### config.mk
export PLATFORM = sky130hd
export DESIGN_NAME = mem_stage_master
export DESIGN_NICKNAME = d
export VERILOG_FILES = /design/src/rtl/mem_stage_master.sv
export SDC_FILE = /design/constraint.sdc
export NUM_CORES = 1
export LEC_CHECK = 0
export ABC_AREA = 1
export ABC_CLOCK_PERIOD_IN_PS = 27700
export CAP_MARGIN = 15
export CORE_AREA = 4 4 147 206
export CTS_CLUSTER_DIAMETER = 60
export DETAILED_ROUTE_END_ITERATION = 8
export DIE_AREA = 0 0 151 210
export PLACE_DENSITY = 0.87
export SYNTH_ARGS = -nofsm -noshare
export SYNTH_HDL_FRONTEND = slang
export SYNTH_SLANG_ARGS = --single-unit
### constraint.sdc
create_clock -name clk -period 27.7 [get_ports clk]
set_input_delay 6.925 -clock clk [delete_from_list [all_inputs] [get_ports clk]]
set_output_delay 6.925 -clock clk [all_outputs]
set_load 0.03 [all_outputs]
### src/rtl/mem_stage_master.sv
// mem_stage_master
//
// Memory-stage initiator sitting between the EX/MEM pipeline register and the
// data memory. One load/store is accepted at a time. The data memory is driven
// through a doubleword port with a combinational read and a posedge write.
// Byte/half/word/double accesses are sequenced here. Sub-doubleword stores run
// as a read-modify-write of the enclosing doubleword. The pipeline is stalled
// until the access retires.
//
// Ports
//   clk             clock, all state changes on the rising edge
//   reset           synchronous, active-high reset
//   req_valid       access request from EX/MEM (held stable while stall=1)
//   req_write       1 = store, 0 = load
//   req_size        00 byte, 01 half, 10 word, 11 double
//   req_unsigned    loads only: 1 = zero-extend, 0 = sign-extend
//   req_addr        byte address
//   req_wdata       store data, right-aligned
//   stall           holds the pipeline while the access is in progress
//   load_data       extended load result, valid when load_valid=1
//   load_valid      one-cycle pulse in DONE for a successful load
//   misaligned_err  one-cycle pulse in DONE for a misaligned/out-of-range request
//   mem_addr        doubleword-aligned memory address
//   write_data      doubleword written to memory
//   mem_read        memory read enable
//   mem_write       memory write enable (8 bytes written at the clock edge)
//   Read_data       combinational memory read data
module mem_stage_master #(
  parameter int unsigned MEM_BYTES = 64
) (
  input  logic        clk,
  input  logic        reset,
  input  logic        req_valid,
  input  logic        req_write,
  input  logic [1:0]  req_size,
  input  logic        req_unsigned,
  input  logic [63:0] req_addr,
  input  logic [63:0] req_wdata,
  output logic        stall,
  output logic [63:0] load_data,
  output logic        load_valid,
  output logic        misaligned_err,
  output logic [63:0] mem_addr,
  output logic [63:0] write_data,
  output logic        mem_read,
  output logic        mem_write,
  input  logic [63:0] Read_data
);

  typedef enum logic [2:0] {
    IDLE,
    READ,
    RMW_READ,
    WRITE,
    DONE
  } state_t;

  state_t      state_q, state_d;

  // Captured request
  logic [63:0] addr_q;
  logic [63:0] wdata_q;
  logic [1:0]  size_q;
  logic        unsigned_q;
  logic        write_q;
  logic        err_q;

  logic [63:0] merge_q;
  logic [63:0] load_data_q;

  // Request checks, evaluated on the raw request at acceptance
  logic        req_misaligned;
  logic        req_out_of_range;
  logic        req_err;

  // Datapath helpers derived from the captured request
  logic [63:0] base_q;
  logic [2:0]  off_q;
  logic [5:0]  bit_shift;
  logic [63:0] rd_shifted;
  logic [63:0] load_ext;
  logic [7:0]  byte_en;
  logic [63:0] bit_mask;
  logic [63:0] merged;

  // ---------------------------------------------------------------------------
  // Acceptance checks
  // ---------------------------------------------------------------------------
  always_comb begin
    // NOTE: every always_comb output gets a default first so no path through
    // the block leaves it unassigned; an unassigned path infers a latch.
    req_misaligned = 1'b0;
    case (req_size)
      2'b00: req_misaligned = 1'b0;
      2'b01: req_misaligned = req_addr[0];
      2'b10: req_misaligned = |req_addr[1:0];
      2'b11: req_misaligned = |req_addr[2:0];
      default: req_misaligned = 1'b0;
    endcase
  end

  // Base is at most 2^64-8, so base+7 cannot wrap.
  assign req_out_of_range = ({req_addr[63:3], 3'b000} + 64'd7) >= 64'(MEM_BYTES);
  assign req_err          = req_misaligned | req_out_of_range;

  // ---------------------------------------------------------------------------
  // Load extraction: move the addressed bytes down to bit 0, then extend
  // ---------------------------------------------------------------------------
  assign base_q     = {addr_q[63:3], 3'b000};
  assign off_q      = addr_q[2:0];
  assign bit_shift  = {off_q, 3'b000};
  assign rd_shifted = Read_data >> bit_shift;

  always_comb begin
    load_ext = '0;
    case (size_q)
      2'b00: load_ext = {{56{rd_shifted[7]  & ~unsigned_q}}, rd_shifted[7:0]};
      2'b01: load_ext = {{48{rd_shifted[15] & ~unsigned_q}}, rd_shifted[15:0]};
      2'b10: load_ext = {{32{rd_shifted[31] & ~unsigned_q}}, rd_shifted[31:0]};
      2'b11: load_ext = rd_shifted;
      default: load_ext = rd_shifted;
    endcase
  end

  // ---------------------------------------------------------------------------
  // Store merge: replace bytes [off, off+2^size) of the read doubleword with
  // the low bytes of the store data. Alignment was checked at acceptance, so
  // the lane never crosses the doubleword.
  // ---------------------------------------------------------------------------
  always_comb begin
    byte_en = 8'h00;
    case (size_q)
      2'b00: byte_en = 8'h01 << off_q;
      2'b01: byte_en = 8'h03 << off_q;
      2'b10: byte_en = 8'h0F << off_q;
      2'b11: byte_en = 8'hFF;
      default: byte_en = 8'h00;
    endcase
  end

  always_comb begin
    bit_mask = '0;
    for (int i = 0; i < 8; i++) begin
      bit_mask[8*i +: 8] = {8{byte_en[i]}};
    end
  end

  assign merged = (Read_data & ~bit_mask) | ((wdata_q << bit_shift) & bit_mask);

  // ---------------------------------------------------------------------------
  // State register
  // ---------------------------------------------------------------------------
  always_ff @(posedge clk) begin
    // NOTE: sequential state is updated with non-blocking assignments so every
    // register samples the pre-edge values of the others.
    if (reset) begin
      state_q <= IDLE;
    end else begin
      state_q <= state_d;
    end
  end

  // ---------------------------------------------------------------------------
  // Next state and output decode. Memory-port outputs depend only on the
  // registered state and captured request, never on req_*.
  // ---------------------------------------------------------------------------
  always_comb begin
    state_d        = state_q;
    stall          = 1'b0;
    load_valid     = 1'b0;
    misaligned_err = 1'b0;
    mem_addr       = '0;
    write_data     = '0;
    mem_read       = 1'b0;
    mem_write      = 1'b0;

    case (state_q)
      IDLE: begin
        stall = req_valid;
        if (req_valid) begin
          if (req_err) begin
            state_d = DONE;
          end else if (!req_write) begin
            state_d = READ;
          end else if (req_size == 2'b11) begin
            state_d = WRITE;
          end else begin
            state_d = RMW_READ;
          end
        end
      end
      READ: begin
        stall    = 1'b1;
        mem_read = 1'b1;
        mem_addr = base_q;
        state_d  = DONE;
      end
      RMW_READ: begin
        stall    = 1'b1;
        mem_read = 1'b1;
        mem_addr = base_q;
        state_d  = WRITE;
      end
      WRITE: begin
        stall      = 1'b1;
        mem_write  = 1'b1;
        mem_addr   = base_q;
        write_data = merge_q;
        state_d    = DONE;
      end
      DONE: begin
        // The request still present on req_* is the one retiring; it is not
        // sampled again here.
        load_valid     = ~write_q & ~err_q;
        misaligned_err = err_q;
        state_d        = IDLE;
      end
      default: state_d = IDLE;
    endcase
  end

  // ---------------------------------------------------------------------------
  // Captured request
  // ---------------------------------------------------------------------------
  always_ff @(posedge clk) begin
    // NOTE: the request registers are deliberately left without reset; they
    // are always written at acceptance before anything reads them.
    if (state_q == IDLE && req_valid) begin
      addr_q     <= req_addr;
      wdata_q    <= req_wdata;
      size_q     <= req_size;
      unsigned_q <= req_unsigned;
      write_q    <= req_write;
      err_q      <= req_err;
    end
  end

  // ---------------------------------------------------------------------------
  // Load result and store merge buffer
  // ---------------------------------------------------------------------------
  always_ff @(posedge clk) begin
    if (reset) begin
      load_data_q <= '0;
      merge_q     <= '0;
    end else begin
      case (state_q)
        IDLE: begin
          if (req_valid) begin
            // Cleared at acceptance so an error retires with load_data = 0.
            load_data_q <= '0;
            if (req_write && req_size == 2'b11) begin
              merge_q <= req_wdata;
            end
          end
        end
        READ:     load_data_q <= load_ext;
        RMW_READ: merge_q     <= merged;
        default: ;
      endcase
    end
  end

  assign load_data = load_data_q;

endmodule

* After elaboration in Yosys (flattened, before gate mapping)
Cells that the tools add are included.
** Storage, ports and cells
- Output and inout bits :: 197
- Bits of input ports :: 199
- Flip-flop bits (word level) :: 264
** Operators by class
- Shifts and indexed selects :: 5
- Eq/ne operators :: 12
- Reduce and logical (&&, ||, !) cells :: 14
- Muxes and demuxes :: 20
- $add $sub $neg :: 1
- Order comparisons :: 1
- Bitwise operators :: 12
** Operators with widths (number)
- 64-bit 2-to-1 mux :: 5
- 64-bit case mux with 2 select lines :: 2
- 64-bit case mux with 4 select lines :: 1
- 64-bit AND :: 2
- 64-bit by 3-bit adder with 64-bit output (second input constant) :: 1
- 64-bit by 7-bit greater-or-equal comparator with 1-bit output (second input constant) :: 1
- 64-bit inverter :: 1
- 64-bit bitwise OR :: 1
- 64-bit by 6-bit left shift with 64-bit output :: 1
- 64-bit by 6-bit right shift with 64-bit output :: 1
- 8-bit case mux with 4 select lines :: 1
- 3-bit case mux with 3 select lines :: 1
- 2-bit equality test (second input constant) :: 4
- 1-bit by 3-bit left shift with 8-bit output (first input constant) :: 1
- 2-bit by 3-bit left shift with 8-bit output (first input constant) :: 1
- 4-bit by 3-bit left shift with 8-bit output (first input constant) :: 1
- 3-bit by 2-bit equality test with 1-bit output (second input constant) :: 2
- 3-bit 2-to-1 mux :: 2
- 2-bit OR reduction :: 3
- 3-bit OR reduction :: 2
- 1-bit 2-to-1 mux :: 5
- 1-bit AND :: 4
- 2-bit by 1-bit equality test with 1-bit output (second input constant) :: 2
- 2-bit zero test :: 2
- other kinds (14) :: 18

* Depth between registers and ports, before layout
Gate-level depths: netlist of run 1.
- Word-level depth :: 6
- Gate-level depth with buffers :: 13
- Gate-level depth less buffers :: 12

* Least setup slack after synthesis of run 1
No wires, ideal clock.
- Kind :: input -> output
- Start :: input port req_valid
- End :: output port stall
- Cell stages on the path :: 2
- Slack :: 13.080 ns
- Data arrival time :: 7.695 ns
- Required time :: 20.775 ns
- Path through :: inv_1 o21ai_0
** Between the ends
- Cells in the longest elaborated chain, start to end :: 1
** RTL lines
- start: declaration :: line 33 : input logic req_valid,
- 1-bit case mux with 2 select lines :: line 177 : case (state_q)
- end: declaration :: line 39 : output logic stall,
Every way passes these cells.

* Final worst setup path of run 1
Ends and elaborated chain as after synthesis.

==> impl_metrics.env, run 1 <==
export IMPL_drc=0
export IMPL_avgSynthCellArea_sq_um=6.79
export IMPL_ant_nets=0
export IMPL_cap_violations=0
export IMPL_power_density_nw_per_um2=48.9
export IMPL_setup_worst_path_end="stall"
export IMPL_grt_start_max_net_pins=90
export IMPL_viasPerCell=5.72
export IMPL_yosysTopAreaCell="edfxtp_1"
export IMPL_postCtsResizedCells=0
export IMPL_die_w_microns=151
export IMPL_finalMaxSlewViolations=0
export IMPL_run_status="finished, final reports clean"
export IMPL_r2r_end="merge_q[55]$_SDFFE_PP0P_"
export IMPL_max_vdd_ir_drop_uv=53.7
export IMPL_cts_sinks=264
export IMPL_skew_ps=14.8
export IMPL_cp_max_fo=3
export IMPL_critPathCaptureType="primary output"
export IMPL_hold_depth=2
export IMPL_relSlewSlack=0.255
export IMPL_synthTopCellsByArea="edfxtp_1 26%, dfxtp_1 17%, nand2_1 16%"
export IMPL_ys_types=33
export IMPL_worstPathRequired_ps=20770
export IMPL_clk_latency_ps=560
export IMPL_layout_common_cells="629 x nand2_1, 391 x clkdlybuf4s50_1, 255 x a21oi_1"
export IMPL_port_buffers=392
export IMPL_period_minus_slack_ps=15490
export IMPL_nets=2740
export IMPL_firstDrtPassIters=6
export IMPL_die_height_microns=210
export IMPL_cts_setup_buffers=0
export IMPL_yosys_warnings=0
export IMPL_crit_type="in -> out"
export IMPL_multi_input_area_sq_um=6960
export IMPL_seq_area_frac_synth=0.435
export IMPL_numCtsBuffers=25
export IMPL_r2r_cells=9
export IMPL_vias=16800
export IMPL_async_flop_share=0
export IMPL_ys_flop_type="edfxtp_1"
export IMPL_worstPathArrival_ps=8560
export IMPL_track_usage=0.403
export IMPL_synth_top_area_frac=0.263
export IMPL_grt_pass1_wl_mm=97.1
export IMPL_routedWlPerCell_microns=22.6
export IMPL_fin_crit_sh=0.559
export IMPL_worstSetupStartpointType="input port"
export IMPL_synth_edf_count=133
export IMPL_finalHoldViolations=0
export IMPL_mostFrequentLayoutCell="nand2_1"
export IMPL_first_iter_violations=1563
export IMPL_drt_wl_total_mm=66.2
export IMPL_holdBufCountCts=0
export IMPL_rsz0062_at_grt="false"
export IMPL_core_sq_um=28300
export IMPL_seq_area_sq_um=6620
export IMPL_fill_cells=2281
export IMPL_fin_tns_setup_ps=0
export IMPL_cts_htree_levels=1
export IMPL_hold_ws_ps=454
export IMPL_hold_path_class="reg -> reg"
export IMPL_initial_core_util=0.537
export IMPL_io_pins=396
export IMPL_ys_ff_latch=264
export IMPL_rows=73
export IMPL_drive_above_1_share=0.0395
export IMPL_r2r_slack_ps=23990
export IMPL_clock_fmax_mhz=64.6
export IMPL_clockBufferDepth=3
export IMPL_hpwlAfterDp_mm=48.8
export IMPL_die_area_sq_um=31700
export IMPL_tightest_slew_ps=1120
export IMPL_overflow=0
export IMPL_clock_root_buffer="clkbuf_16"
export IMPL_grt_antenna_before_repair=2
export IMPL_synth_cell_area_sq_um=15200
export IMPL_grt_pass1_vias=16200
export IMPL_reg2reg_from="addr_q[1]$_DFFE_PP_"
export IMPL_setup_viol=0
export IMPL_startpoint="req_valid"
export IMPL_power_leakage_nw=8.29
export IMPL_clkSlewWorstSetupHoldPaths_ps=60
export IMPL_cts_tree="yes"
export IMPL_synthCells=2239
export IMPL_gp_congestion=1.00
export IMPL_area_growth_pct=31.6
[cells by family after synthesis]
group | Yosys count | share of synthesized area
other cells | 1 | 0.000247
simple gates | 1097 | 0.292
compound gates | 468 | 0.160
buf+inv | 405 | 0.109
fa+ha+maj | 4 | 0.00329
flops | 264 | 0.435
[area by class of cell]
class	instances	area share
clock inverter	12	0.00819
clock buffer	33	0.0353
tap	375	0.0235
antenna	2	0.000250
sequential	264	0.331
timing repair buffer	415	0.206
multi-input combinational	1572	0.348
inverter	259	0.0487
[per-layer routing]
metal / GRT usage / share of wire / vias to the layer above
met5: 0 / 0 / -
met2: 0.689 / 0.49 / 1070
met4: 0.281 / 0.087 / 0
li1: - / - / 7806
met3: 0.0905 / 0.097 / 247
met1: 0.436 / 0.33 / 7655
[per-stage QoR]
| stage | utilization | setup WS [ps] | power [W] | area, sq um | instances |
|---|---|---|---|---|---|
| finish | 0.707 | 12210 | 0.000979 | 20000 | 2932 |
| CTS | 0.705 | 12240 | 0.000973 | 20000 | 2929 |
| detailed placement | 0.675 | 12280 | 0.000610 | 19100 | 2884 |
| global route | 0.706 | 12150 | 0.00101 | 20000 | 2931 |
| floorplan | - | 13080 | 0.000538 | 15200 | 2241 |
| global placement | 0.675 | 12330 | 0.000607 | 19100 | 2884 |
[report_power, final]
part	leakage, nW	total [W]	internal, W	switching (W)
Sequential	2.33	0.000438	0.000430	0.00000881
Combinational	5.53	0.000169	0.0000577	0.000112
Clock	0.427	0.000371	0.000217	0.000155
Total	8.29	0.000979	0.000704	0.000275
[worst min path at each step]
| stage | startpoint | end |
|---|---|---|
| 2_1_floorplan | merge_q[0]$_SDFFE_PP0P_ | merge_q[0]$_SDFFE_PP0P_ |
| 3_3_place_gp | merge_q[1]$_SDFFE_PP0P_ | merge_q[1]$_SDFFE_PP0P_ |
| 3_5_place_dp | merge_q[2]$_SDFFE_PP0P_ | merge_q[2]$_SDFFE_PP0P_ |
| 4_1_cts | merge_q[2]$_SDFFE_PP0P_ | merge_q[2]$_SDFFE_PP0P_ |
| 5_1_grt | merge_q[2]$_SDFFE_PP0P_ | merge_q[2]$_SDFFE_PP0P_ |
| 6_report | merge_q[2]$_SDFFE_PP0P_ | merge_q[2]$_SDFFE_PP0P_ |
[synth_stat cells, types with 2 or more instances]
cell type  number
inv_1         251
buf_4          21
nand3_1       177
nor2_4          2
clkbuf_1       73
ha_1            4
o22ai_1        13
o31ai_1         3
nand3b_1        2
o21ai_1         7
edfxtp_1      133
nand3_2         3
buf_1           9
o2111ai_1       3
buf_2          41
inv_2           6
nor2_2          3
nand2_1       631
o211ai_1       19
dfxtp_1       131
nor2_1        254
nand4_1         2
o21ai_0       167
a21oi_1       255
nor3_1          5
or2_2          17
[critical path: stages]
cell	delay [ps]
clkdlybuf4s50_1	480
inv_1	90
o21ai_0	300
clkdlybuf4s50_1	760
[sequential cells by signal, summed over array words and instances (netlist names)]
signal,cells
merge_q,64
size_q,2
state_q,3
write_q,1
addr_q,64
load_data,64
err_q,1
unsigned_q,1
wdata_q,64
No activity file was read; power rests on OpenSTA's default activity.
==> run 2: changes to the inputs <==
==> config.mk (replaced) <==
export PLATFORM = sky130hd
export DESIGN_NAME = mem_stage_master
export DESIGN_NICKNAME = d
export VERILOG_FILES = /design/src/rtl/mem_stage_master.sv
export SDC_FILE = /design/constraint.sdc
export NUM_CORES = 1
export LEC_CHECK = 0
export ABC_AREA = 1
export ABC_CLOCK_PERIOD_IN_PS = 16050
export CAP_MARGIN = 15
export CORE_AREA = 4 4 153 214
export CTS_CLUSTER_DIAMETER = 60
export DETAILED_ROUTE_END_ITERATION = 8
export DIE_AREA = 0 0 157 218
export PLACE_DENSITY = 0.81
export SYNTH_ARGS = -nofsm -noshare
export SYNTH_HDL_FRONTEND = slang
export SYNTH_SLANG_ARGS = --single-unit
==> constraint.sdc (replaced) <==
create_clock -name clk -period 16.05 [get_ports clk]
set_input_delay 4.0125 -clock clk [delete_from_list [all_inputs] [get_ports clk]]
set_output_delay 4.0125 -clock clk [all_outputs]
set_load 0.03 [all_outputs]
==> run 2 against run 1 <==
Against the previous run:
- critical path depth stayed put
- non-clock buffer count stayed put
- worst hold slack better by 4.3 ps
- die area is 7.9% higher
- utilization is 5.8 points lower
- register-to-register slack worse by 12000 ps
- critical path type unchanged
==> impl_metrics.env, run 2 (synthesis results as in run 1) <==
export IMPL_grt_start_max_net_pins=90
export IMPL_initial_core_util=0.495
export IMPL_utilization=0.649
export IMPL_first_iter_violations=1616
export IMPL_highest_layer="met5"
export IMPL_track_usage=0.357
export IMPL_cts_sinks=264
export IMPL_ant_nets=0
export IMPL_worstPathArrival_ps=5580
export IMPL_crit_type="in -> out"
export IMPL_overflow=0
export IMPL_io_pins=396
export IMPL_fill_cells=2753
export IMPL_layout_common_cells="629 x nand2_1, 391 x clkdlybuf4s50_1, 255 x a21oi_1"
export IMPL_cp_max_fo=3
export IMPL_grt_pass1_wl_mm=94.0
export IMPL_finalHoldViolations=0
export IMPL_cap_violations=0
export IMPL_holdBufCountCts=0
export IMPL_total_power_w=0.00162
export IMPL_routedWlPerCell_microns=21.5
export IMPL_drc=0
export IMPL_port_buffers=392
export IMPL_drt_met1_wl_mm=22.3
export IMPL_fin_tns_setup_ps=0
export IMPL_core_sq_um=30700
export IMPL_firstDrtPassIters=6
export IMPL_wl_met2_mm=30.4
export IMPL_clkSlewWorstSetupHoldPaths_ps=60
export IMPL_worstPathRequired_ps=12040
export IMPL_power_leakage_nw=8.24
export IMPL_drt_wl_total_mm=63.4
export IMPL_clock_fmax_mhz=104
export IMPL_clockBufferDepth=3
export IMPL_grt_antenna_before_repair=3
export IMPL_drive_above_1_share=0.0387
export IMPL_mostFrequentLayoutCell="nand2_1"
export IMPL_area_growth_pct=31.1
export IMPL_nets=2740
export IMPL_period_minus_slack_ps=9590
export IMPL_viasPerCell=5.63
export IMPL_critPathCaptureType="primary output"
export IMPL_grt_pass1_vias=15900
export IMPL_run_status="finished, final reports clean"
export IMPL_cts_setup_buffers=0
export IMPL_gp_congestion=1.00
export IMPL_clk_latency_ps=550
export IMPL_max_vdd_ir_drop_uv=103
export IMPL_postCtsResizedCells=0
export IMPL_die_area_sq_um=34200
export IMPL_die_w_microns=157
export IMPL_power_density_nw_per_um2=81.4
export IMPL_worstSetupStartpointType="input port"
export IMPL_die_height_microns=218
export IMPL_vias=16600
export IMPL_dr_wl_met3_mm=5.91
export IMPL_relSlewSlack=0.246
export IMPL_rsz0062_at_grt="false"
export IMPL_hpwlAfterDp_mm=47.2
export IMPL_fin_crit_sh=0.598
export IMPL_skew_ps=9.60
export IMPL_numCtsBuffers=25
export IMPL_cts_tree="yes"
export IMPL_setup_viol=0
export IMPL_clock_root_buffer="clkbuf_16"
export IMPL_cts_htree_levels=1
export IMPL_hold_path_class="reg -> reg"
export IMPL_rows=76
export IMPL_tightest_slew_ps=1130
export IMPL_finalMaxSlewViolations=0
-- run 2: cell types whose count changed in the layout (fill, tap and decap cells not counted) --
cell,previous run,this run
bufinv_16,4,0
clkbuf_8,3,7
clkbuf_1,4,7
buf_12,0,1
buf_16,1,0
clkbuf_16,26,25
clkinvlp_4,1,0
inv_1,251,250
inv_2,6,5
inv_4,1,2
-- run 2: critical path: stages --
cell	delay, ps
clkdlybuf4s50_1	490
inv_1	100
o21ai_0	240
clkdlybuf4s50_1	730
-- run 2: through the flow --
stage          cell area [sq um]  worst slack [ps]  cells  hold WS (ps)
5_1_grt                    19900              6420   2947           482
6_report                   19900              6460   2947           458
3_3_place_gp               19100              6490   2899           445
4_1_cts                    19900              6460   2944           462
2_1_floorplan              15200              5310   2241           430
3_5_place_dp               19100              6490   2899           452
-- run 2: layout make-up --
cell class              instances  area [sq um]  area share
inverters                     259           976      0.0490
flip-flops and latches        264          6620       0.332
well taps                     390           488      0.0245
clock inverters                 6          33.8     0.00170
clock buffers                  39           748      0.0375
repair buffers                415          4100       0.206
multi-input cells            1572          6960       0.349
diodes                          2          5.00    0.000251
-- run 2: metal layers --
metal / track usage / vias up
li1: - / 7795
met1: 0.414 / 7658
met2: 0.604 / 922
met3: 0.0703 / 200
met4: 0.216 / 2
met5: 0 / -
-- run 2: path summary, 6_finish.rpt --
| path | startpoint | endpoint | slack (ps) | cells after the start |
|---|---|---|---|---|
| setup reg to reg | state_q[0]$_SDFFE_PP0P_ | load_data[36]$_SDFFE_PP0P_ | 12150 | 11 |
| hold reg to reg | merge_q[1]$_SDFFE_PP0P_ | merge_q[1]$_SDFFE_PP0P_ | 460 | 2 |
| hold / removal | merge_q[1]$_SDFFE_PP0P_ | merge_q[1]$_SDFFE_PP0P_ | 460 | 2 |
| setup / recovery | req_valid | stall | 6460 | 4 |
-- run 2: where the power goes --
group / internal, W / switching (W)
Sequential: 0.000741 / 0.0000147
Clock: 0.000319 / 0.000261
Combinational: 0.0000994 / 0.000187
==> run 3: changes to the inputs <==
==> config.mk (replaced) <==
export PLATFORM = sky130hd
export DESIGN_NAME = mem_stage_master
export DESIGN_NICKNAME = d
export VERILOG_FILES = /design/src/rtl/mem_stage_master.sv
export SDC_FILE = /design/constraint.sdc
export NUM_CORES = 1
export LEC_CHECK = 0
export ABC_AREA = 1
export ABC_CLOCK_PERIOD_IN_PS = 8100
export CAP_MARGIN = 15
export CORE_AREA = 4 4 161 225
export CTS_CLUSTER_DIAMETER = 60
export DETAILED_ROUTE_END_ITERATION = 8
export DIE_AREA = 0 0 165 229
export PLACE_DENSITY = 0.77
export SYNTH_ARGS = -nofsm -noshare
export SYNTH_HDL_FRONTEND = slang
export SYNTH_SLANG_ARGS = --single-unit
==> constraint.sdc (replaced) <==
create_clock -name clk -period 8.1 [get_ports clk]
set_input_delay 2.025 -clock clk [delete_from_list [all_inputs] [get_ports clk]]
set_output_delay 2.025 -clock clk [all_outputs]
set_load 0.03 [all_outputs]
==> run 3 against run 2 <==
Against the previous run:
- utilization shrank 5.7 points
- sequential power grew 98%
- worst hold slack gained 3.2 ps
- global-route usage shrank 2.4 points
- sequential share of layout area shrank 0.43 points
- critical path depth is the same
- register-to-register slack lost 7900 ps
- final cell count grew 2.2%
- highest routed layer unchanged
- worst setup slack lost 4000 ps
- routed wire length grew 2.3%
- critical endpoint unchanged
- sequential cell count is the same
==> impl_metrics.env, run 3 (synthesis results as in run 1) <==
export IMPL_drc=0
export IMPL_nets=2741
export IMPL_port_buffers=392
export IMPL_grt_start_max_net_pins=109
export IMPL_layout_common_cells="629 x nand2_1, 391 x clkdlybuf4s50_1, 255 x a21oi_1"
export IMPL_die_w_microns=165
export IMPL_cts_sinks=264
export IMPL_period_minus_slack_ps=5690
export IMPL_track_usage=0.333
export IMPL_rsz0062_at_grt="false"
export IMPL_max_vdd_ir_drop_uv=207
export IMPL_numCtsBuffers=27
export IMPL_postCtsResizedCells=0
export IMPL_run_status="finished, final reports clean"
export IMPL_cts_tree="yes"
export IMPL_cts_setup_buffers=0
export IMPL_die_height_microns=229
export IMPL_viasPerCell=5.49
export IMPL_cap_violations=0
export IMPL_r2r_end="merge_q[55]$_SDFFE_PP0P_"
export IMPL_gp_congestion=1.00
export IMPL_io_pins=396
export IMPL_r2r_slack_ps=4280
export IMPL_setup_worst_path_end="stall"
export IMPL_grt_antenna_before_repair=5
export IMPL_relSlewSlack=0.240
export IMPL_reg2reg_from="addr_q[1]$_DFFE_PP_"
export IMPL_cp_common_cell="clkdlybuf4s50_1"
export IMPL_post_place_ws_ps=2510
export IMPL_finalMaxSlewViolations=0
export IMPL_fin_tns_setup_ps=0
export IMPL_grt_pass1_wl_mm=96.7
export IMPL_ant_nets=0
export IMPL_clock_fmax_mhz=176
export IMPL_firstDrtPassIters=8
export IMPL_worstPathArrival_ps=3660
export IMPL_critPathCaptureType="primary output"
export IMPL_core_sq_um=34100
export IMPL_power_leakage_nw=8.33
export IMPL_drive_above_1_share=0.0430
export IMPL_die_area_sq_um=37800
export IMPL_overflow=0
export IMPL_cts_htree_levels=1
export IMPL_finalWorstSetupSlack_ps=2410
export IMPL_clock_root_buffer="clkbuf_16"
export IMPL_setup_viol=0
export IMPL_hpwlAfterDp_mm=48.9
export IMPL_crit_type="in -> out"
export IMPL_routedWlPerCell_microns=21.5
export IMPL_clkSlewWorstSetupHoldPaths_ps=60
export IMPL_worstSetupStartpointType="input port"
export IMPL_mostFrequentLayoutCell="nand2_1"
export IMPL_cp_max_fo=3
export IMPL_fin_crit_sh=0.702
export IMPL_tightest_slew_ps=1140
export IMPL_worstPathRequired_ps=6080
export IMPL_slowest_stage="clkdlybuf4s50_1"
export IMPL_holdBufCountCts=0
export IMPL_skew_ps=13.1
export IMPL_slowest_delay_ps=760
export IMPL_drt_wl_total_mm=64.8
export IMPL_finalHoldViolations=0
export IMPL_crit_chain="clkdlybuf4s50_1, inv_1, o21ai_0, clkdlybuf4s50_1"
export IMPL_clockBufferDepth=3
export IMPL_rows=80
export IMPL_power_density_nw_per_um2=170
export IMPL_first_iter_violations=1423
export IMPL_initial_core_util=0.445
export IMPL_grt_pass1_vias=15800
export IMPL_hold_path_class="reg -> reg"
export IMPL_utilization=0.592
export IMPL_clk_latency_ps=570
export IMPL_startpoint="req_valid"
export IMPL_area_growth_pct=32.8
export IMPL_vias=16500
export IMPL_r2r_cells=9
==> run 3: changes by cell type in the layout (fill, tap and decap cells not counted), moves of 2 or more <==
cell        before  now
clkinvlp_4       0    2
clkinv_4         0    2
clkbuf_1         7    1
bufinv_16        0    5
clkbuf_8         7    1
clkbuf_16       25   27
clkinv_2         4    8
==> run 3: worst max-delay path: cells and delay by family <==
kind | cells | cell delay [ps]
buf+inv | 3 | 1320
compound gates | 1 | 310
==> run 3: layout make-up <==
class	instances	area (sq um)
inverter	259	975
sequential	264	6620
multi-input combinational	1572	6960
antenna	2	5.00
timing repair buffer	414	4100
clock inverter	21	277
clock buffer	29	693
tap	451	564
fill	3208	13900
==> run 3: layer usage <==
metal | track usage | part of all wire | vias to the layer above
li1 | - | - | 7818
met1 | 0.383 | 0.35 | 7587
met2 | 0.559 | 0.48 | 927
met3 | 0.0777 | 0.095 | 188
met4 | 0.195 | 0.071 | 6
met5 | 0 | 0.00052 | -
==> run 3: metrics by stage <==
stage	area, sq um	hold WS (ps)	instances	power [W]
after floorplan	15200	430	2241	0.00183
after global placement	19200	449	2959	0.00208
after detailed placement	19200	455	2959	0.00208
after CTS	20200	464	3009	0.00343
after global routing	20200	487	3012	0.00355
final	20200	462	3012	0.00343
==> run 3: worst min path at each step <==
stage                                          start                    endpoint  slack, ps  depth (start not counted)
final                        merge_q[0]$_SDFFE_PP0P_     merge_q[0]$_SDFFE_PP0P_        460                          2
after global routing      load_data[56]$_SDFFE_PP0P_  load_data[56]$_SDFFE_PP0P_        490                          2
after CTS                    merge_q[4]$_SDFFE_PP0P_     merge_q[4]$_SDFFE_PP0P_        460                          2
after detailed placement     merge_q[4]$_SDFFE_PP0P_     merge_q[4]$_SDFFE_PP0P_        460                          2
after global placement       merge_q[6]$_SDFFE_PP0P_     merge_q[6]$_SDFFE_PP0P_        450                          2
after floorplan              merge_q[0]$_SDFFE_PP0P_     merge_q[0]$_SDFFE_PP0P_        430                          2
==> run 3: power breakdown <==
group / internal [W] / leakage (nW) / switching, W / total [W]
logic: 0.000197 / 5.52 / 0.000373 / 0.000570
registers: 0.00147 / 2.33 / 0.0000300 / 0.00150
clock network: 0.000791 / 0.477 / 0.000566 / 0.00136
total: 0.00246 / 8.33 / 0.000970 / 0.00343
